===== src/rtl/snake_pkg.sv =====
// Shared encodings and constants for the snake pipeline stages.
// The slot-select helper is reused by the movement and display stages.
package snake_pkg;

  localparam int unsigned DefMaxLen       = 16;
  localparam int unsigned DefNumLen       = 10;
  localparam int unsigned DefWidth        = 32;
  localparam int unsigned DefHeight       = 24;
  localparam int unsigned DefMaxLenBitLen = 4;
  localparam int unsigned DefInitLen      = 3;
  localparam int unsigned DefFoodInit     = 100;

  localparam int unsigned GridCells = DefWidth * DefHeight;

  localparam int unsigned LfsrWidth = 10;
  localparam logic [LfsrWidth-1:0] LfsrSeed = 10'h2A5;
  // x^10 + x^7 + 1: feedback from bits 9 and 6
  localparam logic [LfsrWidth-1:0] LfsrTaps = 10'h240;

  typedef enum logic [1:0] {
    GameIdle = 2'b00,
    GameRun  = 2'b01,
    GameOver = 2'b10,
    GameWin  = 2'b11
  } game_state_e;

  typedef enum logic [2:0] {
    StWait,
    StScan,
    StEat,
    StGen,
    StFin
  } judge_st_e;

  function automatic logic [DefNumLen-1:0] slot_sel(
    input logic [DefMaxLen*DefNumLen-1:0] vec,
    input logic [DefMaxLenBitLen-1:0]     idx
  );
    return vec[idx*DefNumLen +: DefNumLen];
  endfunction

endpackage


===== src/rtl/snake_lfsr.sv =====
// Free-running 10-bit Fibonacci LFSR; the non-zero seed keeps it out of the lock-up state.
module snake_lfsr
  import snake_pkg::*;
#(
  parameter logic [LfsrWidth-1:0] Seed = LfsrSeed
) (
  input  logic                 clk,
  input  logic                 rst_n,
  output logic [LfsrWidth-1:0] value
);

  logic [LfsrWidth-1:0] lfsr_q;

  always_ff @(posedge clk or negedge rst_n) begin
    if (!rst_n) begin
      lfsr_q <= Seed;
    end else begin
      lfsr_q <= {lfsr_q[LfsrWidth-2:0], ^(lfsr_q & LfsrTaps)};
    end
  end

  assign value = lfsr_q;

endmodule


===== src/rtl/snake_judge.sv =====
// Per-tick judge: wall stop, self-collision, food eaten, new food placement.
// Owns the game state, length and score consumed by movement, display and scoring.
module snake_judge
  import snake_pkg::*;
#(
  parameter int unsigned MaxLen       = DefMaxLen,
  parameter int unsigned NumLen       = DefNumLen,
  parameter int unsigned Width        = DefWidth,
  parameter int unsigned Height       = DefHeight,
  parameter int unsigned MaxLenBitLen = DefMaxLenBitLen,
  parameter int unsigned InitLen      = DefInitLen,
  parameter int unsigned FoodInit     = DefFoodInit
) (
  input  logic                     clk,
  input  logic                     rst_n,
  input  logic                     start,
  input  logic                     step,
  input  logic                     should_stop,
  input  logic [MaxLen*NumLen-1:0] pos_num,
  output logic [MaxLenBitLen-1:0]  len,
  output logic [NumLen-1:0]        food_pos,
  output logic [7:0]               score,
  output logic [1:0]               state,
  output logic                     busy,
  output logic                     done
);

  localparam logic [NumLen:0]         GridLimit = (NumLen+1)'(Width * Height);
  localparam logic [MaxLenBitLen-1:0] LenOne    = MaxLenBitLen'(1);
  localparam logic [MaxLenBitLen-1:0] LenWin    = {MaxLenBitLen{1'b1}};
  localparam logic [MaxLenBitLen-1:0] LenInit   = MaxLenBitLen'(InitLen);
  localparam logic [NumLen-1:0]       FoodReset = NumLen'(FoodInit);

  judge_st_e                 st_q;
  game_state_e               state_q;
  logic [MaxLenBitLen-1:0]   len_q;
  logic [MaxLenBitLen-1:0]   idx_q;
  logic [NumLen-1:0]         food_q;
  logic [NumLen-1:0]         cand_q;
  logic                      cand_ok_q;
  logic [7:0]                score_q;
  logic                      busy_q;
  logic                      done_q;
  logic [NumLen-1:0]         snap_q [MaxLen];

  logic [LfsrWidth-1:0]      lfsr_value;
  logic [NumLen-1:0]         head;
  logic [NumLen-1:0]         idx_slot;
  logic [NumLen-1:0]         cand;
  logic                      cand_in_grid;
  logic [MaxLenBitLen-1:0]   len_last;
  logic [MaxLenBitLen-1:0]   len_inc;

  snake_lfsr #(
    .Seed(LfsrSeed)
  ) u_lfsr (
    .clk  (clk),
    .rst_n(rst_n),
    .value(lfsr_value)
  );

  // A fresh candidate is taken straight from the LFSR; once it passes slot 0 it is held.
  assign head         = snap_q[0];
  assign idx_slot     = snap_q[idx_q];
  assign cand         = cand_ok_q ? cand_q : NumLen'(lfsr_value);
  assign cand_in_grid = {1'b0, cand} < GridLimit;
  assign len_last     = len_q - LenOne;
  assign len_inc      = len_q + LenOne;

  always_ff @(posedge clk or negedge rst_n) begin
    if (!rst_n) begin
      st_q      <= StWait;
      state_q   <= GameIdle;
      len_q     <= LenInit;
      idx_q     <= '0;
      food_q    <= FoodReset;
      cand_q    <= '0;
      cand_ok_q <= 1'b0;
      score_q   <= '0;
      busy_q    <= 1'b0;
      done_q    <= 1'b0;
      for (int unsigned i = 0; i < MaxLen; i++) begin
        snap_q[i] <= '0;
      end
    end else begin
      done_q <= 1'b0;
      case (st_q)
        // FIN already shows busy=0, so it accepts start/step exactly like WAIT.
        StWait, StFin: begin
          st_q <= StWait;
          if (start) begin
            state_q <= GameRun;
            len_q   <= LenInit;
            score_q <= '0;
          end else if (step && state_q == GameRun) begin
            for (int unsigned i = 0; i < MaxLen; i++) begin
              snap_q[i] <= pos_num[i*NumLen +: NumLen];
            end
            idx_q <= LenOne;
            if (should_stop) begin
              st_q    <= StFin;
              state_q <= GameOver;
              done_q  <= 1'b1;
              busy_q  <= 1'b0;
            end else begin
              st_q   <= (len_q > LenOne) ? StScan : StEat;
              busy_q <= 1'b1;
            end
          end
        end
        StScan: begin
          if (idx_slot == head) begin
            st_q    <= StFin;
            state_q <= GameOver;
            done_q  <= 1'b1;
            busy_q  <= 1'b0;
          end else if (idx_q == len_last) begin
            st_q <= StEat;
          end else begin
            idx_q <= idx_q + LenOne;
          end
        end
        StEat: begin
          if (head == food_q) begin
            len_q   <= len_inc;
            score_q <= (score_q == 8'hFF) ? score_q : score_q + 8'd1;
            if (len_inc == LenWin) begin
              st_q    <= StFin;
              state_q <= GameWin;
              done_q  <= 1'b1;
              busy_q  <= 1'b0;
            end else begin
              st_q      <= StGen;
              idx_q     <= '0;
              cand_ok_q <= 1'b0;
            end
          end else begin
            st_q    <= StFin;
            state_q <= GameRun;
            done_q  <= 1'b1;
            busy_q  <= 1'b0;
          end
        end
        StGen: begin
          if (!cand_ok_q && !cand_in_grid) begin
            idx_q <= '0;
          end else if (idx_slot == cand) begin
            cand_ok_q <= 1'b0;
            idx_q     <= '0;
          end else if (idx_q == len_last) begin
            food_q    <= cand;
            cand_ok_q <= 1'b0;
            st_q      <= StFin;
            state_q   <= GameRun;
            done_q    <= 1'b1;
            busy_q    <= 1'b0;
          end else begin
            cand_q    <= cand;
            cand_ok_q <= 1'b1;
            idx_q     <= idx_q + LenOne;
          end
        end
        default: begin
          st_q   <= StWait;
          busy_q <= 1'b0;
        end
      endcase
    end
  end

  assign len      = len_q;
  assign food_pos = food_q;
  assign score    = score_q;
  assign state    = state_q;
  assign busy     = busy_q;
  assign done     = done_q;

endmodule


===== config.mk =====
export PLATFORM = sky130hd
export DESIGN_NAME = snake_judge
export DESIGN_NICKNAME = d
export VERILOG_FILES = /design/src/rtl/snake_pkg.sv /design/src/rtl/snake_lfsr.sv /design/src/rtl/snake_judge.sv
export SDC_FILE = /design/constraint.sdc
export NUM_CORES = 1
export LEC_CHECK = 0
export ABC_CLOCK_PERIOD_IN_PS = 3800
export CAP_MARGIN = 20
export CORE_MARGIN = 5
export CORE_UTILIZATION = 55
export CTS_BUF_LIST = sky130_fd_sc_hd__clkbuf_4 sky130_fd_sc_hd__clkbuf_8
export DETAILED_ROUTE_END_ITERATION = 10
export PLACE_DENSITY = 0.82
export SLEW_MARGIN = 25
export SYNTH_ARGS = -nofsm -noshare
export SYNTH_HDL_FRONTEND = slang
export SYNTH_SLANG_ARGS = --single-unit

===== constraint.sdc =====
create_clock -name clk -period 3.8 [get_ports clk]
set_input_delay 0.38 -clock clk [delete_from_list [all_inputs] [get_ports clk]]
set_output_delay 0.38 -clock clk [all_outputs]
set_load 0.02 [all_outputs]

==> results of run 1 <==
-- synth_stat cells, types with 10 or more instances --
| cell | count |
|---|---|
| dfstp_2 | 10 |
| a22oi_1 | 11 |
| nand2_1 | 509 |
| clkbuf_1 | 42 |
| nand4_1 | 10 |
| mux4_2 | 24 |
| nor2_1 | 30 |
| mux2_2 | 13 |
| a21oi_1 | 11 |
| xor2_1 | 15 |
| nand3_1 | 16 |
| o21ai_0 | 10 |
| mux2_1 | 25 |
| dfrtp_1 | 204 |
| mux2i_1 | 65 |
| xnor2_1 | 34 |
-- per-stage QoR --
stage	hold WS, ps	std cells	setup WS, ps
after global placement	392.7	1598	479.4
final	386.4	1663	358.1
after floorplan	84.41	1176	736.1
after global routing	361.7	1663	126.1
after detailed placement	397.5	1598	372.1
after CTS	359.4	1663	341.4
-- report_power, final --
group          internal, mW  total (mW)  switching (mW)
clock                  1.38        2.30           0.923
combinational          2.05        4.34            2.29
sequential             3.12        3.93           0.808
-- worst reg2reg max path, stage by stage, from the launching register on --
cell and delay [ps]:
dfrtp_2 650, buf_12 240, mux4_2 530, xor2_1 160, nor2_1 140, a311oi_1 90, buf_4 150, o211a_2 110
nand4_2 140, nand2_1 80, buf_4 150, nor3_4 480, mux2_1 390
-- area by class of cell --
class	instances	area (um^2)	area share
flip-flops and latches	214	5370	0.3789
inverters	9	33.78	0.002383
clock buffers	54	693.2	0.04891
clock inverters	10	132.6	0.009357
repair buffers	226	2291	0.1616
well taps	265	331.6	0.02339
multi-input cells	885	5321	0.3754
-- registers in the layout, summed over array words and instances, names as in the netlist, 4 cells and up --
| register | flops |
|---|---|
| cand_q | 10 |
| food_pos | 10 |
| head | 10 |
| idx_q | 4 |
| len | 4 |
| score | 8 |
| snap_q | 150 |
| u_lfsr.value | 10 |
-- cells by family (layout without fill, tap and decap cells) --
family,Yosys count,count (layout),synth area share
muxes,127,127,0.1470
DFF,214,214,0.4872
xor gates and xnor gates,49,49,0.03896
AOI/OAI and AO/OA,91,91,0.06235
adders and majority gates,6,6,0.006814
and+or+nand+nor,612,612,0.2267
buffers and inverters,77,299,0.03101
-- timing repair --
item / 4_1_cts / 5_1_grt
endpoints found under the setup margin: 0 / 0
hold endpoints to repair: 69 / 0
buffers inserted: 0 / 0
hold buffers: 1 / 0
-- worst paths after layout --
check / startpoint / to / slack, ps / cells after the start
min: pos_num[91] / snap_q[61] / 390 / 3
max: idx_q[0] / cand_q[6] / 360 / 12
min in group asynchronous: rst_n / score[7] / 450 / 2
min reg2reg: u_lfsr.value[1] / u_lfsr.value[2] / 400 / 0
max reg2reg: idx_q[0] / cand_q[6] / 360 / 12
max in group asynchronous: rst_n / food_pos[2] / 2410 / 3
-- routing by layer --
metal	track usage	vias to the layer above	share of wire
met5	0	-	0
met3	0.05651	68	0.065
met1	0.3989	4528	0.42
li1	-	4327	-
met4	0.1020	0	0.029
met2	0.4732	362	0.48
==> impl_results.md, run 1 <==
- Setup-failing EPs final: 0
- Fraction of registers with async set/reset: 1.000
- Clock transition at the registers of the reported paths: about 70 ps
- Worst VDD drop: around 0.00033 V
- Placed inst area: roughly 13000 um^2
- Final Power: ~11 mW
- Worst-Skew Late Latency: 520 ps
- Post-synth cell types: 69
- Power per cell area: ~750 nW/um^2
- Clk sinks: roughly 210
- CP endpoint kind: register
- Synth area leader: dfrtp_1
- Final WL: between 30000 and 40000 um
- Routed wire per std cell: between 15 and 20 um
- Root Buffer Master: clkbuf_8
- Outcome: complete, no violations
- CTS buffer count: 36
- IO buf count: 190
- Startpoint types: register
- Ranking of synthesized cells by area: dfrtp_1 46%, nand2_1 17%, mux2i_1 5.9%, mux4_2 4.9%, xnor2_1 2.7%
- Pleak: around 6.7 nW
- Area Overhead vs Synth: 28.65%
- Vias in the first global route: 9553
- Tcrit/Tclk final: 0.9058
- HPWL Detailed: between 20000 and 25000 um
- Synthesized flop and latch total: approximately 210
- Top delay family on crit path: multiplexers
- Number of max-cap violations: 0
- Design area: around 14000 um^2
- Ports: approximately 190
- Antenna viol nets, final: 0
- Fmax: 290.5 MHz
- DR vias: ~9300
- Synth warn: 0
- Routability Congestion: a little over 0.9
- CP required: 4190 ps
- Die W: between 150 and 200 um
- CP max-delay cell: dfrtp_2
- Share of layout cells above drive strength 1: 0.1152
- Slowest Stage Delay on Critical Path: around 650 ps
- Hold Crit Class: primary input to register
- Final setup skew: 15.87 ps
- Final critical-path required period: 3442 ps
- Synthesized net count: ~1300
- First-pass GRT wire length: approximately 52000 um
- Seq/Total Area, Yosys: 0.4872
- Finished Core Util: 0.7235
- Die Y: 151.5 um
- Core Rows: around 50
- Clock buffer depth: 3
- Drt first pass iters: 5
- N_diodes: 0
- Final Hold Viols: 0
- Commonest non-fill, non-tap cell in the layout: nand2_1
- Total negative slack: 0 ps
- Antenna violations before repair: 0
- Core Area: slightly below 20000 um^2
- Detailed router's first-iteration violation count: between 600 and 700
- Worst EP arrival: about 3800 ps
- Final Max Tran Viols: 0
- Remaining DRCs: 0
- Fillers: about 1500
- CTS H-tree lvls: 2
- Worst Path Max Fanout: 18
- Die area: ~23000 um^2
- Crit-path cells: buf_12 > mux4_2 > xor2_1 > nor2_1 > a311oi_1 > buf_4 > o211a_2 > nand4_2 > nand2_1 > buf_4 > nor3_4 > mux2_1
- Most frequent cells in the layout: 508 x nand2_1, 202 x dfrtp_1, 189 x clkdlybuf4s50_1, 65 x mux2i_1, 47 x clkbuf_8
- Top_reg_cell synth: dfrtp_1
- Mean Syn Cell Area: around 9.4 um^2
- Number of enable flip-flop cells after synthesis: 0
- Largest net degree at the start of global routing: 107
- Fin nets: 1543
- Synth Instances: around 1200
- CP most frequent cell: buf_4
- Starting Density: 0.5624
- Crit path kind: register to register
- GRT Overall Usage: 0.2926
- Syn Std Cell Area: between 10000 and 15000 um^2
- Area fraction of the dominant cell type after synthesis: 0.4634
- CTS tree: done
- Tightest Pin Transition: 764.3 ps
- GR Overflow Total: 0
- Routed vias/inst: around 5.6
- PostCTS Resize Cnt: 0
- Rel. slew slack: 0.4861
- Critical path buffers and inverters: 3
- RSZ-0062 raised after global routing: no
(Power assumes the default switching activity.)
==> run 2: changes to the inputs <==
--- a/config.mk
+++ b/config.mk
@@ -5,11 +5,10 @@
 export SDC_FILE = /design/constraint.sdc
 export NUM_CORES = 1
 export LEC_CHECK = 0
-export ABC_CLOCK_PERIOD_IN_PS = 3800
 export CAP_MARGIN = 20
-export CORE_MARGIN = 5
+export CORE_MARGIN = 1
 export CORE_UTILIZATION = 55
-export CTS_BUF_LIST = sky130_fd_sc_hd__clkbuf_4 sky130_fd_sc_hd__clkbuf_8
+export CTS_BUF_LIST = sky130_fd_sc_hd__clkbuf_8
 export DETAILED_ROUTE_END_ITERATION = 10
 export PLACE_DENSITY = 0.82
 export SLEW_MARGIN = 25
==> impl_results.md, run 2 (synthesis results as in run 1) <==
- Outcome: complete, no violations
- Hold path startpoint: pos_num[112]
- CP endpoint kind: register
- GRT Overall Usage: 0.3205 (+0.02791)
- Final setup skew: 35.89 ps (+20.02 ps)
- Fin nets: 1541 (-0.13%)
- RSZ-0062 raised after global routing: no
- Power per cell area: 736.6 nW/um^2 (-1.3%)
- DR vias: 9273 (-0.13%)
- N_diodes: 0 (unchanged)
- Crit Reg-Reg Endpoint: cand_q[3]
- Filler-free cell count of the finished design: 1658 (-0.30%)
- Placed inst area: 13290 um^2 (-0.39%)
- Final Hold Viols: 0 (unchanged)
- Pre-CTS worst setup slack: 335.9 ps (-36.22 ps)
- Clock transition at the registers of the reported paths: 60 ps (about the same)
- Cell Count Post-Placement: 1596 (-0.13%)
- Tcrit/Tclk final: 0.9289 (+0.02315)
- FF-to-FF Start: cand_ok_q
- Startpoint types: register
- Pleak: 6.656 nW (-0.67%)
- Number of max-cap violations: 0 (unchanged)
- CTS buffer count: 36 (unchanged)
- Final WL: 31540 um (-4.3%)
- Largest net degree at the start of global routing: 118 (+10%)
- Final Power: 10.33 mW (-2.3%)
- Routed wire per std cell: 19.02 um (-4.0%)
- Most frequent cells in the layout: 508 x nand2_1, 202 x dfrtp_1, 189 x clkdlybuf4s50_1, 65 x mux2i_1, 45 x clkbuf_8
- GR Overflow Total: 0 (unchanged)
- Core Area: 19530 um^2 (-0.33%)
- Max FFs per register: 150 (unchanged)
- Worst VDD drop: 0.0003700 V (+12%)
- Routability Congestion: 1.001 (+7.3%)
- Worst R2R Path Depth: 11 (-1)
- Worst Hold End: snap_q[42]
- Vias in the first global route: 9046 (-5.3%)
- Routed vias/inst: 5.593 (+0.17%)
- Crit path kind: register to register
- Die W: 143.5 um (-5.3%)
- Worst EP arrival: 3920 ps (+90 ps)
- CP required: 4190 ps (about the same)
- Worst Path Max Fanout: 16 (-2)
- Antenna violations before repair: 2 (+2)
- Core Rows: 51 (unchanged)
- Setup-failing EPs final: 0 (unchanged)
- Clk sinks: 214 (unchanged)
- Finished Core Util: 0.7185 (-0.005004)
- Tightest Pin Transition: 923.0 ps (+158.8 ps)
- Fillers: 1454 (+0.28%)
- Fin worst setup slack: 270.1 ps (-87.99 ps)
- FF-to-FF setup slack: 270 ps (-90 ps)
- Die Y: 143.5 um (-5.3%)
- Largest Register: snap_q
- Antenna viol nets, final: 0 (unchanged)
- Total negative slack: 0 ps (unchanged)
- Ports: 191 (unchanged)
- Final critical-path required period: 3530 ps (+87.99 ps)
- Design area: 14030 um^2 (-1.0%)
- Drt first pass iters: 6 (+1)
- Hold Crit Class: primary input to register
- Commonest non-fill, non-tap cell in the layout: nand2_1
- Worst-Skew Late Latency: 540 ps (+20 ps)
- CTS H-tree lvls: 2 (unchanged)
- Clock buffer depth: 3 (unchanged)
- Hold Slack: 358.5 ps (-27.88 ps)
- Rel. slew slack: 0.3790 (-0.1072)
- HPWL Detailed: 23620 um (-4.4%)
- Hold depth: 3 (unchanged)
- Remaining DRCs: 0 (unchanged)
- Die area: 20600 um^2 (-10%)
- Starting Density: 0.5642 (+0.001838)
- Root Buffer Master: clkbuf_8
- Fmax: 283.3 MHz (-2.5%)
- Area Overhead vs Synth: 27.35%
- First-pass GRT wire length: 49030 um (-5.4%)
- Final Max Tran Viols: 0 (unchanged)
- Detailed router's first-iteration violation count: 664 (+3.8%)
- Share of layout cells above drive strength 1: 0.1055 (-0.009637)
- CTS tree: done
- IO buf count: 190 (unchanged)
## run 2: timing repair
item	4_1_cts	5_1_grt
setup endpoints to repair	0	0
setup buffers	0	0
hold buffers	1	0
resized for setup	0	0
hold endpoints to repair	82	0
## run 2: how the worst max path moves through the flow
stage / from / end / slack, ps / depth (start not counted)
CTS: idx_q[1] / state[0] / 320 / 10
finish: cand_ok_q / cand_q[3] / 270 / 11
global route: idx_q[1] / cand_q[3] / 80 / 12
detailed placement: idx_q[1] / state[0] / 340 / 10
floorplan: idx_q[1] / state[0] / 740 / 10
global placement: idx_q[1] / state[1] / 450 / 10
## run 2: area by class of cell
cell class	instances	area (um^2)	share of cell area
multi-input cells	885	5321	0.3793
inverters	9	33.78	0.002408
clock inverters	17	128.9	0.009186
well taps	265	331.6	0.02363
flip-flops and latches	214	5370	0.3828
clock buffers	44	605.6	0.04316
repair buffers	224	2238	0.1595
## run 2: worst max-delay path: stages, from the launching register on
cell	delay (ps)
dfrtp_1	800
mux2i_1	640
xnor2_1	180
o21ai_0	120
buf_4	160
nand4b_1	90
a22oi_1	100
nand4_2	170
nand2_1	100
buf_4	160
nor3_4	470
mux2_1	390
## run 2: power breakdown
group | internal (mW) | leakage (nW) | switching [mW]
logic | 2.01 | 3.54 | 2.27
registers | 3.12 | 2.71 | 0.834
clock network | 1.18 | 0.408 | 0.919
## run 2: routing by layer
| layer | GRT usage | vias up | wire [um] |
|---|---|---|---|
| li1 | - | 4325 | - |
| met1 | 0.4376 | 4520 | 13610 |
| met2 | 0.5100 | 354 | 14870 |
| met3 | 0.06165 | 70 | 2030 |
| met4 | 0.1181 | 4 | 1004 |
| met5 | 0 | - | 23 |
==> run 3: changes to the inputs <==
--- a/config.mk
+++ b/config.mk
@@ -5,6 +5,7 @@
 export SDC_FILE = /design/constraint.sdc
 export NUM_CORES = 1
 export LEC_CHECK = 0
+export ABC_CLOCK_PERIOD_IN_PS = 3800
 export CAP_MARGIN = 20
 export CORE_MARGIN = 1
 export CORE_UTILIZATION = 55
==> results of run 3 <==
The final DEF is identical to that of run 2; final timing and power are the same.
==> RTL edit 1: new RTL, settings of run 1 <==
Encoding of `judge_st_e`: now one-hot (5 bits for 5 values).
--- a/src/rtl/snake_pkg.sv
+++ b/src/rtl/snake_pkg.sv
@@ -24,12 +24,12 @@
     GameWin  = 2'b11
   } game_state_e;
 
-  typedef enum logic [2:0] {
-    StWait,
-    StScan,
-    StEat,
-    StGen,
-    StFin
+  typedef enum logic [4:0] {
+    StWait = 5'b00001,
+    StScan = 5'b00010,
+    StEat  = 5'b00100,
+    StGen  = 5'b01000,
+    StFin  = 5'b10000
   } judge_st_e;
 
   function automatic logic [DefNumLen-1:0] slot_sel(
Function: same outputs for any inputs over 4 cycles, from zero or initial values and one cycle with rst_n low; so few cycles prove little.
==> RTL edit 1 against run 1 <==
The run now ends with negative hold slack left; total power decreased by 19%; sequential cell count increased by 2; die area decreased by 2.1%; final area decreased by 3.4%; area after synthesis decreased by 2.3%; wire length decreased by 9.4%; setup slack got worse by 0.14 ns; maximum frequency decreased by 3.8%; critical path type unchanged.
==> RTL edit 1: results (changes against run 1) <==
outcome: "complete, but fails checks"
violations: "negative hold slack"
syn-num-nets: 1354  # +0.52%
dp.cells: 1598  # unchanged
clk_pin_slew_worst_paths_ns: 0.06
fin_worst_skew_ns: 0.0168  # +0.000954 ns
clk_latency_ns: 0.52  # about the same
dr.pass1.iters: 5  # unchanged
synth_ff_type: "dfrtp_1"
leakagePower_uw: 0.00648  # -3.3%
cts_resized: 0  # unchanged
routedWlPerCell_microns: 18.0  # -9.2%
layout-drive-gt1-share: 0.118  # +0.00257
peakVddDrop_mv: 0.390  # +18%
cp.arrival_ns: 3.97  # +0.14 ns
hold_class: "in -> async"
tightestPinTransition_ns: 0.930  # +0.166 ns
grt_max_degree: 163  # +52%
synth_enable_flop_cells: 0  # unchanged
yosys-top-cells-count: "515 x nand2_1, 205 x dfrtp_1, 48 x clkbuf_1"
gp_congestion: 0.985  # +5.6%
yosysWarnings: 0  # unchanged
hold_violations: 37  # +37
port_buffers: 190  # unchanged
grt_usage: 0.268  # -0.0243
clockBufferDepth: 3  # unchanged
antennaDiodeCount: 0  # unchanged
nets: 1541  # -0.13%
grt_antenna_before_repair: 0  # unchanged
dp_hpwl_microns: 22200  # -10%
netlist_instances: 1183  # +0.60%
synth_area_leaders: "dfrtp_1 48%, nand2_1 18%, mux2i_1 4.3%"
htree_levels: 2  # unchanged
cts_setup_buffers: 0  # unchanged
ys_async_sr_fraction: 1.00  # unchanged
grt_pass1_wl_microns: 47700  # -8.0%
wl_microns: 29800  # -9.4%
holdWs_ns: -0.0609  # -0.447 ns
ys_seq_area_frac: 0.503  # +0.0160
critPathLaunch: "idx_q[0]$_DFFE_PN0P_"
crit_fanout: 19  # +1
drtIter0Drc: 713  # +11%
postCtsHoldBufs: 0  # -1
top_register: "snap_q"
grt_pass1_vias: 9210  # -3.6%
clock-root-buffer: "clkbuf_8"
largest_register_ffs: 150  # unchanged
cts_made_buffers: 35  # -2.8%
vias: 9279  # -0.065%
synth.distinct_cells: 69  # unchanged
## RTL edit 1: changes by cell type in the layout (fill, tap and decap cells not counted), sizes merged, moves of 6 or more
| cell | change |
|---|---|
| a21oi | +11 |
| and3 | +6 |
| buf | -8 |
| mux2i | -19 |
| mux4 | -13 |
| nand2 | +6 |
| nand3 | -6 |
| nand4 | -6 |
| nor3 | +9 |
| o21ai | +17 |
| o22ai | +6 |
| xnor2 | -23 |
| xor2 | +8 |
## RTL edit 1: worst paths after layout
kind	end	slack (ns)	depth (start not counted)
setup / recovery	state[0]$_DFFE_PN0P_	0.22	10
hold / removal	score[2]$_DFFE_PN0P_	-0.06	1
setup reg to reg	state[0]$_DFFE_PN0P_	0.22	10
hold reg to reg	u_lfsr.value[9]$_DFF_PN1_	0.38	0
max in group asynchronous	st_q[0]$_DFFE_PN1P_	2.92	2
min in group clk	u_lfsr.value[9]$_DFF_PN1_	0.38	0
## RTL edit 1: through the flow
| stage | cell area (sq um) | util | hold WS, ns | worst slack [ns] |
|---|---|---|---|---|
| after floorplan | 10800 | - | 0.0844 | 0.750 |
| after global placement | 13000 | 0.669 | 0.352 | 0.326 |
| after detailed placement | 13000 | 0.669 | 0.367 | 0.300 |
| after CTS | 13700 | 0.706 | 0.0423 | 0.283 |
| after global routing | 13700 | 0.706 | 0.0296 | 0.0317 |
| final | 13700 | 0.706 | -0.0609 | 0.221 |
## RTL edit 1: cell families after synthesis
| family | count (synthesis) | share of synthesized area |
|---|---|---|
| mux | 99 | 0.110 |
| fa+ha+maj | 6 | 0.00697 |
| buf+inv | 76 | 0.0324 |
| flops | 216 | 0.503 |
| compound gates | 130 | 0.0819 |
| xor+xnor | 34 | 0.0277 |
| simple gates | 622 | 0.237 |
## RTL edit 1: area by class of cell
cell class,count,area (sq um)
repair buffers,216,2180
inverters,10,37.5
flip-flops and latches,216,5420
multi-input cells,891,5010
clock inverters,1,5.00
well taps,265,332
clock buffers,59,712
fillers,1476,5700
## RTL edit 1: worst max-delay path, stage by stage (launching register included)
cell	delay [ns]
dfrtp_1	0.57
buf_12	0.23
mux4_2	0.52
mux2i_1	0.37
nor3_1	0.09
nor4_1	0.22
o2111ai_1	0.22
nor4_2	0.43
nor2_1	0.15
nor3_1	0.28
mux2_2	0.37
## RTL edit 1: power by group
group / switching (uW) / total, uW / internal [uW] / leakage (uW)
registers: 628 / 3740 / 3110 / 0.00274
logic: 1540 / 2820 / 1280 / 0.00335
clock network: 872 / 2040 / 1170 / 0.000387
## RTL edit 1: routing by layer
metal	track usage	vias to the layer above	wire length, microns
met5	0	-	0
met4	0.0883	0	850
met3	0.0539	73	2510
met2	0.432	396	14300
met1	0.367	4469	12200
li1	-	4341	-
==> RTL edit 2: new RTL, config.mk and constraints of run 1 <==
Without the edit above. `DefMaxLenBitLen`: 4 -> 6.
--- a/src/rtl/snake_pkg.sv
+++ b/src/rtl/snake_pkg.sv
@@ -6,7 +6,7 @@
   localparam int unsigned DefNumLen       = 10;
   localparam int unsigned DefWidth        = 32;
   localparam int unsigned DefHeight       = 24;
-  localparam int unsigned DefMaxLenBitLen = 4;
+  localparam int unsigned DefMaxLenBitLen = 6;
   localparam int unsigned DefInitLen      = 3;
   localparam int unsigned DefFoodInit     = 100;
 
Interface: changed (resized len); port bits go from 191 to 193. The function was not compared with the original's and may differ.
==> RTL edit 2 against run 1 <==
Final area grew 1.3%; largest cell class unchanged; wire length is 0.12% lower; largest power group unchanged; via count increased by 5.1%; sequential power grew 6.1%; total power grew 4.2%; setup slack got worse by 0.17 ns; sequential cell count increased by 4; area after synthesis increased by 1.6%; clock power is 10% higher; die area rose by 1.5%.
==> RTL edit 2: results (changes against run 1) <==
cts_made_buffers: 37  # +2.8%
synth.distinct_cells: 67  # -2.9%
met3_length_microns: 2450  # +13%
nets: 1600  # +3.7%
port_buffers: 192  # +1.1%
outcome: "finished, final reports clean"
cp-endpoint: "state[0]$_DFFE_PN0P_"
grt_use_met1: 0.357  # -0.0416
p_sw_uw: 4280  # +6.4%
ys_seq_area_frac: 0.488  # +0.00115
clockBufferDepth: 3  # unchanged
grt_pass1_wl_microns: 52200  # +0.64%
peakVddDrop_mv: 0.329  # -0.22%
drtIter0Drc: 793  # +24%
clock-root-buffer: "clkbuf_8"
grt_max_degree: 104  # -2.8%
grt_pass1_vias: 9979  # +4.5%
synth_compound_gate_area_share: 0.0903  # +0.0279
synth_xor_area_frac: 0.0250  # -0.0139
crit_slowest_cell: "dfrtp_4"
rr_worst_depth: 10  # -2
clk_latency_ns: 0.54  # +0.02 ns
hold_path.startpoint: "pos_num[82]"
synth_area_leaders: "dfrtp_1 46%, nand2_1 18%, mux2i_1 5.1%"
avgSynthCellArea_sq_um: 9.07  # -3.2%
dp_hpwl_microns: 24600  # -0.42%
fmax_ghz: 0.277  # -4.8%
dp_slack_ns: 0.240  # -0.132 ns
wl_microns: 32900  # -0.12%
fin_worst_skew_ns: 0.0202  # +0.00436 ns
powerClk_uw: 2530  # +10%
topRoutingLayerUsed: "met4"
met1_length_microns: 13000  # -6.3%
num-fill-cells: 1513  # +4.3%
layout-drive-gt1-share: 0.119  # +0.00426
synth_fa_ha_area_frac: 0.00671  # -0.000109
grt_usage: 0.279  # -0.0138
grtUsageMet2: 0.466  # -0.00704
met2_length_microns: 16200  # +1.3%
r2r-start: "idx_q[1]$_DFFE_PN0P_"
grt_use_met3: 0.0591  # +0.00256
power_density_nw_per_um2: 767  # +2.8%
fin_cells: 1727  # +3.8%
largest_register_ffs: 150  # unchanged
yosys-top-cells-count: "522 x nand2_1, 208 x dfrtp_1, 57 x mux2i_1"
combinationalPower_uw: 4310
crit_fanout: 21  # +3
avgViaCountPerCell: 5.65  # +1.2%
synth_mux_area_frac: 0.121  # -0.0264
cts_setup_buffers: 0  # unchanged
dpl_cell_area_sq_um: 13400  # +0.78%
cpPeakStageDelay_ns: 0.55  # -0.10 ns
syn-num-nets: 1405  # +4.3%
leakagePower_uw: 0.00687  # +2.5%
cp.arrival_ns: 4.02  # +0.19 ns
gp_congestion: 0.990  # +6.1%
hold_path_end: "snap_q[72]$_DFFE_PN0P_"
tightestPinTransition_ns: 0.731  # -0.0336 ns
critPathLaunch: "idx_q[1]$_DFFE_PN0P_"
holdWs_ns: 0.371  # -0.0151 ns
-- RTL edit 2: worst min-delay path, delay by kind of cell --
kind / cells / cell delay [ns]
and+or+nand+nor: 2 / 0.09
buffers and inverters: 1 / 0.39
-- RTL edit 2: repair_timing --
item	4_1_cts	5_1_grt
hold endpoints to repair	73	0
setup endpoints to repair	0	2
hold buffers	1	0
gates resized for setup	0	2
-- RTL edit 2: kinds of logic after synthesis --
group / count (synthesis)
mux: 109
buf+inv: 78
flops: 218
fa+ha+maj: 6
xor+xnor: 32
compound gates: 145
simple gates: 646
-- RTL edit 2: final cells by class --
class / instances / area (sq um) / share of cell area
clock buffers: 51 / 664 / 0.0463
clock inverters: 16 / 236 / 0.0165
inverters: 10 / 37.5 / 0.00261
multi-input cells: 938 / 5400 / 0.376
flip-flops and latches: 218 / 5480 / 0.381
well taps: 270 / 338 / 0.0235
repair buffers: 224 / 2210 / 0.154
